### src/rtl/bloom_filter_array.sv
// Bloom-filter membership stage: double-hashed probe indices from an FNV-1a digest,
// one read-modify-write probe per cycle, a word-sweeping clear and a saturating element counter.
module bloom_filter_array #(
  parameter int HASH_SIZE  = 32,
  parameter int BL_SIZE    = 1024,
  parameter int WORD_W     = 32,
  parameter int NUM_PROBES = 4,
  parameter int CNT_W      = 16
) (
  input  logic                 clk,
  input  logic                 rst,
  input  logic                 req_valid,
  output logic                 req_ready,
  input  logic                 req_op,
  input  logic [HASH_SIZE-1:0] req_hash,
  input  logic                 clear_req,
  output logic                 resp_valid,
  output logic                 resp_hit,
  output logic                 resp_op,
  output logic                 busy,
  output logic [CNT_W-1:0]     elem_count,
  output logic                 sat
);

  localparam int IDX_W  = $clog2(BL_SIZE);
  localparam int NWORDS = BL_SIZE / WORD_W;
  localparam int BIT_W  = $clog2(WORD_W);
  localparam int WPTR_W = (NWORDS > 1) ? $clog2(NWORDS) : 1;
  localparam int PCNT_W = (NUM_PROBES > 1) ? $clog2(NUM_PROBES) : 1;

  typedef enum logic [1:0] {IDLE, PROBE, RESP, CLEAR} state_t;

  state_t              state, state_nx;
  logic [WORD_W-1:0]   mem [NWORDS];
  logic                op_r;
  logic [IDX_W-1:0]    idx;
  logic [IDX_W-1:0]    h2;
  logic [PCNT_W-1:0]   pcnt;
  logic                hit_acc;
  logic [WPTR_W-1:0]   wptr;
  logic [WPTR_W-1:0]   word_sel;
  logic [BIT_W-1:0]    bit_sel;
  logic                cur_bit;
  logic                last_probe;
  logic                last_word;

  assign word_sel   = idx[IDX_W-1:BIT_W];
  assign bit_sel    = idx[BIT_W-1:0];
  assign cur_bit    = mem[word_sel][bit_sel];
  assign last_probe = (pcnt == PCNT_W'(NUM_PROBES - 1));
  assign last_word  = (wptr == WPTR_W'(NWORDS - 1));

  assign req_ready  = (state == IDLE) && !clear_req;
  assign busy       = (state != IDLE);
  assign resp_valid = (state == RESP);
  assign resp_hit   = (state == RESP) && hit_acc;
  assign resp_op    = (state == RESP) && op_r;
  assign sat        = &elem_count;

  always_comb begin
    state_nx = state;
    case (state)
      IDLE: begin
        if (clear_req)      state_nx = CLEAR;
        else if (req_valid) state_nx = PROBE;
      end
      PROBE:   if (last_probe) state_nx = RESP;
      RESP:    state_nx = IDLE;
      CLEAR:   if (last_word) state_nx = IDLE;
      default: state_nx = IDLE;
    endcase
  end

  // idx walks h1, h1+h2, h1+2*h2, ... so no multiplier is needed; IDX_W wrap gives the mod.
  always_ff @(posedge clk) begin
    if (rst) begin
      state      <= IDLE;
      elem_count <= '0;
      for (int w = 0; w < NWORDS; w++) mem[w] <= '0;
    end else begin
      state <= state_nx;
      case (state)
        IDLE: begin
          if (clear_req) begin
            wptr <= '0;
          end else if (req_valid) begin
            op_r    <= req_op;
            idx     <= req_hash[IDX_W-1:0];
            h2      <= req_hash[HASH_SIZE-1 -: IDX_W] | IDX_W'(1);
            pcnt    <= '0;
            hit_acc <= 1'b1;
          end
        end
        PROBE: begin
          hit_acc <= hit_acc & cur_bit;
          if (op_r) mem[word_sel][bit_sel] <= 1'b1;
          idx  <= idx + h2;
          pcnt <= pcnt + PCNT_W'(1);
        end
        RESP: begin
          if (op_r && !hit_acc && !sat) elem_count <= elem_count + CNT_W'(1);
        end
        CLEAR: begin
          mem[wptr] <= '0;
          wptr      <= wptr + WPTR_W'(1);
          if (last_word) elem_count <= '0;
        end
        default: ;
      endcase
    end
  end

endmodule

### config.mk
export PLATFORM = sky130hd
export DESIGN_NAME = bloom_filter_array
export DESIGN_NICKNAME = d
export VERILOG_FILES = /design/src/rtl/bloom_filter_array.sv
export SDC_FILE = /design/constraint.sdc
export NUM_CORES = 2
export LEC_CHECK = 0
export CORE_MARGIN = 5
export CORE_UTILIZATION = 55
export CTS_CLUSTER_SIZE = 12
export DETAILED_ROUTE_END_ITERATION = 10
export PLACE_DENSITY = 0.82
export RECOVER_POWER = 25
export SLEW_MARGIN = 40
export SYNTH_ARGS = -nofsm -noshare
export SYNTH_HDL_FRONTEND = slang
export SYNTH_SLANG_ARGS = --single-unit
export TNS_END_PERCENT = 5
### constraint.sdc
create_clock -name clk -period 3.7 [get_ports clk]
set_input_delay 1.11 -clock clk [delete_from_list [all_inputs] [get_ports clk]]
set_output_delay 1.11 -clock clk [all_outputs]
set_load 0.05 [all_outputs]
# Yosys cells after proc, flatten, opt, wreduce, memory -nomap -nowiden
# Memories as Yosys holds them, arrays and structs flattened. A register that Yosys moved wholly into a read port is not among the register bits.
# Index checks and enable logic that the tools add are counted.
totals:
  register_bits: 46
  mem_bits_rw: 1024
  inputBits: 37
  out_inout_bits: 22
  elab_cells: 91
  mem_count: 1
mem_list:
  columns: ["memory", "words", "width", "read_ports", "rd_ports_with_merged_regs", "write_ports", "line", "rtl"]
  rows:
  - ["mem", 32, 32, 1, 1, 32, "34", "logic [WORD_W-1:0] mem [NWORDS];"]
classes:
  n_addsub: 4
  order_cmp: 2
  eq_ne: 12
  n_mux: 39
  bitwise: 3
  n_reduce_logical: 22
op_table:
  columns: ["cell", "count"]
  rows:
  - ["$mux W32", 5]
  - ["$reduce_or A32 Y1", 2]
  - ["$mux W16", 2]
  - ["$pmux W16 S2", 1]
  - ["$mux W10", 2]
  - ["$mux W5", 4]
  - ["$pmux W10 S2", 1]
  - ["$add A16 B1 Y16 const B", 1]
  - ["$reduce_and A16 Y1", 1]
  - ["$mux W1", 12]
  - ["$mux W2", 6]
  - ["$add A10 B10 Y10", 1]
  - ["$ne A2 B2 Y1 const B", 5]
  - ["$pmux W5 S2", 1]
  - ["$reduce_and A3 Y1", 3]
  - ["$pmux W2 S4", 1]
  - ["$reduce_and A4 Y1", 2]
  - ["$reduce_bool A2 Y1", 4]
  - ["$eq A2 B2 Y1 const B", 3]
  - ["$logic_and A1 B1 Y1", 6]
  - ["$lt A5 B6 Y1 const B", 1]
  - ["$add A5 B1 Y5 const B", 1]
  - ["$bmux W1 S5", 1]
  - ["$demux W1 S5", 1]
  - ["other kinds (12)", 15]

# Logic depth before layout (Yosys ltp)
depth:
  word_depth: 8
  ltp_mapped: 13

# Worst setup path after synthesis
# No wires, ideal clock.
synth_timing:
  path_kind: "in2reg"
  start: "input port rst"
  end: "memory mem[0][0] (enable)"
  setup_ps: 304
  arrival_time_ps: 2869
  required_time_ps: 3396
  path_slack_ps: 527
  path_stages: 7
  path_buffers: 3
  path_cell_list: "clkbuf_1 nor2_1 clkbuf_1 o31ai_1 nand2_1 clkbuf_1 o21bai_1"
synth_lines:
  columns: ["element", "line", "rtl"]
  rows:
  - ["start: declaration", "11", "input logic rst,"]
  - ["end: declaration", "34", null]

==> flow_summary.ini <==
[detailed_routing]
detail_route.drc_violations = 0
vias = 38000
via_per_inst = 6.68
firstDrtPassIters = 7
routed_wl_um = 149000
routedWlPerCell_um = 26.2
ant_nets = 0
drt_iter0_drc = 6621

[clocking]
cts.path.max_buffers = 3
insertion_delay_ns = 0.70
post_cts_buffers = 0
cts_buffers = 109
cts_tree = done
cts_root_buf = clkbuf_16
clk_pin_slew_ns = 0.06
postCtsHoldBufs = 0
cts_sinks = 1075
post_cts_resized = 0
htreeDepth = 3

[timing]
rsz0062_at_grt = no
max_freq_mhz = 276
slew_viol_final = 0
fin_skew_ns = 0.0235
fin_crit_sh_pct = 97.9
hold_viol_final = 0
setup_violations = 0
fin_crit_ns = 3.62
worst_slew_margin_rel_pct = 4.19
worstMarginPinSlew_ns = 1.44

[synth]
synth-simple-area-share_pct = 8.99
synth_adder_area_share_pct = 0.307
synth_xor_area_share_pct = 0.348
async_flop_share_pct = 0
syn_nets = 4581
avgSynthCellArea_um2 = 12.2
ys_types = 54
synth_mux_area_share_pct = 11.8
synth_flop_cell = edfxtp_1
synth_compound_area_share_pct = 16.2
syn-cell-area_um2 = 55400
netlist_instances = 4531
yosysSeqAreaShare_pct = 57.8
synth_top_family_by_area = compound AO/OA/AOI/OAI gates
yosysWarnings = 0
synth_seq_cells = 1075
synth_edf_count = 1052

[die]
dieArea_um2 = 107000
core_area_um2 = 100000
die_x_um = 327
start_util_pct = 55.4
dieHeight_um = 327
rows = 116
io_pins = 59

[finish]
drive_gt1_share_pct = 16.0
area_delta_synth_final_pct = 10.0
fillers = 7139
postLayoutCellArea_um2 = 61000
mostFrequentLayoutCell = nor2_1
final_cell_mix = nor2_1 (1,079), edfxtp_1 (1,052), o21bai_1 (1,027), mux4_2 (276), buf_4 (140)
nets = 4355

[placement]
hpwl_um = 84000
place_area_um2 = 58000
routabilityCongestion = 0.828
port_buffers = 45

[global_routing]
antenna_found_initial = 4
grt_overflow_total = 0
grt_pass1_wl_um = 224000
grt_max_degree = 205
grt_usage_pct = 27.2
grt_pass1_vias = 37200

[setup_path]
cp-end-kind = flip-flop
crit_top_cell = buf_4
cp.required_ns = 4.23
crit_buf_inv = 3
worstSetupPathType = flip-flop to flip-flop
max_stage_delay_ns = 0.83
crit_arrival_ns = 4.15
reg2reg_slack_ns = 0.08
start_kind = flip-flop
cp_top_family = compound AO/OA/AOI/OAI gates
critPathMaxFanout = 13
cp_slowest_cell = dfxtp_2
crit_chain = inv_2, buf_4, nor2_1, buf_4, a22oi_1, a31oi_1, a2111oi_0, o31ai_1, and4bb_2, o22ai_1

[hold_path]
hp-class = flip-flop to flip-flop

[power]
leakage_nw = 19.3
power.total_mw = 28.5
ir_drop_mv = 0.356
power_density_nw_per_um2 = 467

[job]
max_cap_violations = 0

[outcome]
status = complete, no violations
metrics by stage:
step	setup WS (ns)	utilization (%)	std cells	hold WS (ns)	setup TNS (ns)
3_3_place_gp	0.0961	57.9	5488	0.497	0
4_1_cts	0.0841	61.2	5678	0.521	0
2_1_floorplan	0.527	-	4531	0.524	0
5_1_grt	0.0194	61.0	5679	0.577	0
6_report	0.0766	61.0	5682	0.530	0
3_5_place_dp	-0.0246	58.0	5492	0.514	-0.0664
worst register-to-register path, delay by kind of cell (launching register included):
kind,cells,cell delay [ns]
AOI/OAI and AO/OA,5,1.20
buffers and inverters,3,0.78
DFF,1,0.83
and+or+nand+nor,2,0.65
flip-flops by register name (all words and copies together) (netlist names), named ones only:
name and flops:
mem 1024, elem_count 16, state 2, op_r 1
pcnt 2, wptr 5, idx 10, hit_acc 1
h2 9
power breakdown:
part | internal [mW] | switching (mW)
Clock | 5.64 | 4.56
Sequential | 13.8 | 0.204
Combinational | 1.84 | 2.47
layer usage:
metal / global-route usage [%] / wire [um] / vias up
li1: - / - / 16100
met1: 36.1 / 50800 / 18800
met2: 43.3 / 70300 / 2599
met3: 6.37 / 20300 / 453
met4: 12.1 / 7440 / 2
met5: 0 / 11 / -
cell families after synthesis:
logic type	Yosys count
compound gates	1220
xor+xnor	22
fa+ha+maj	13
buf+inv	613
flops	1075
mux	308
simple gates	1280
final timing paths:
| check | start | end | cells past startpoint |
|---|---|---|---|
| hold / removal | elem_count[5] | elem_count[5] | 2 |
| hold reg to reg | elem_count[5] | elem_count[5] | 2 |
| setup reg to reg | flip-flop | hit_acc | 10 |
| setup / recovery | flip-flop | hit_acc | 10 |
cell type report:
cell class	count	area [um2]	share of cell area (%)
flip-flops and latches	1075	32100	52.6
multi-input cells	2843	21200	34.8
clock buffers	151	2980	4.89
repair buffers	262	2820	4.62
well taps	1298	1620	2.66
clock inverters	35	209	0.343
inverters	14	52.6	0.0862
diodes	4	10.0	0.0164
cell usage after synthesis, types with 10 or more instances:
cell type | instances | area share, %
buf_6 | 18 | 0.37
xnor2_1 | 13 | 0.21
o21bai_1 | 1027 | 14
nand3_1 | 16 | 0.14
edfxtp_1 | 1052 | 57
a211o_1 | 10 | 0.16
mux2i_1 | 30 | 0.54
nand2_1 | 127 | 0.86
o22ai_1 | 27 | 0.30
clkbuf_1 | 544 | 3.7
dfxtp_1 | 23 | 0.83
inv_1 | 14 | 0.095
a22oi_1 | 31 | 0.42
buf_4 | 12 | 0.16
a21oi_1 | 46 | 0.42
ha_1 | 12 | 0.27
mux4_2 | 276 | 11
a211oi_1 | 13 | 0.18
buf_2 | 22 | 0.20
a31oi_1 | 23 | 0.26
o21ai_0 | 15 | 0.14
nor2_1 | 1083 | 7.3
Power figures use the tool's default switching activity.
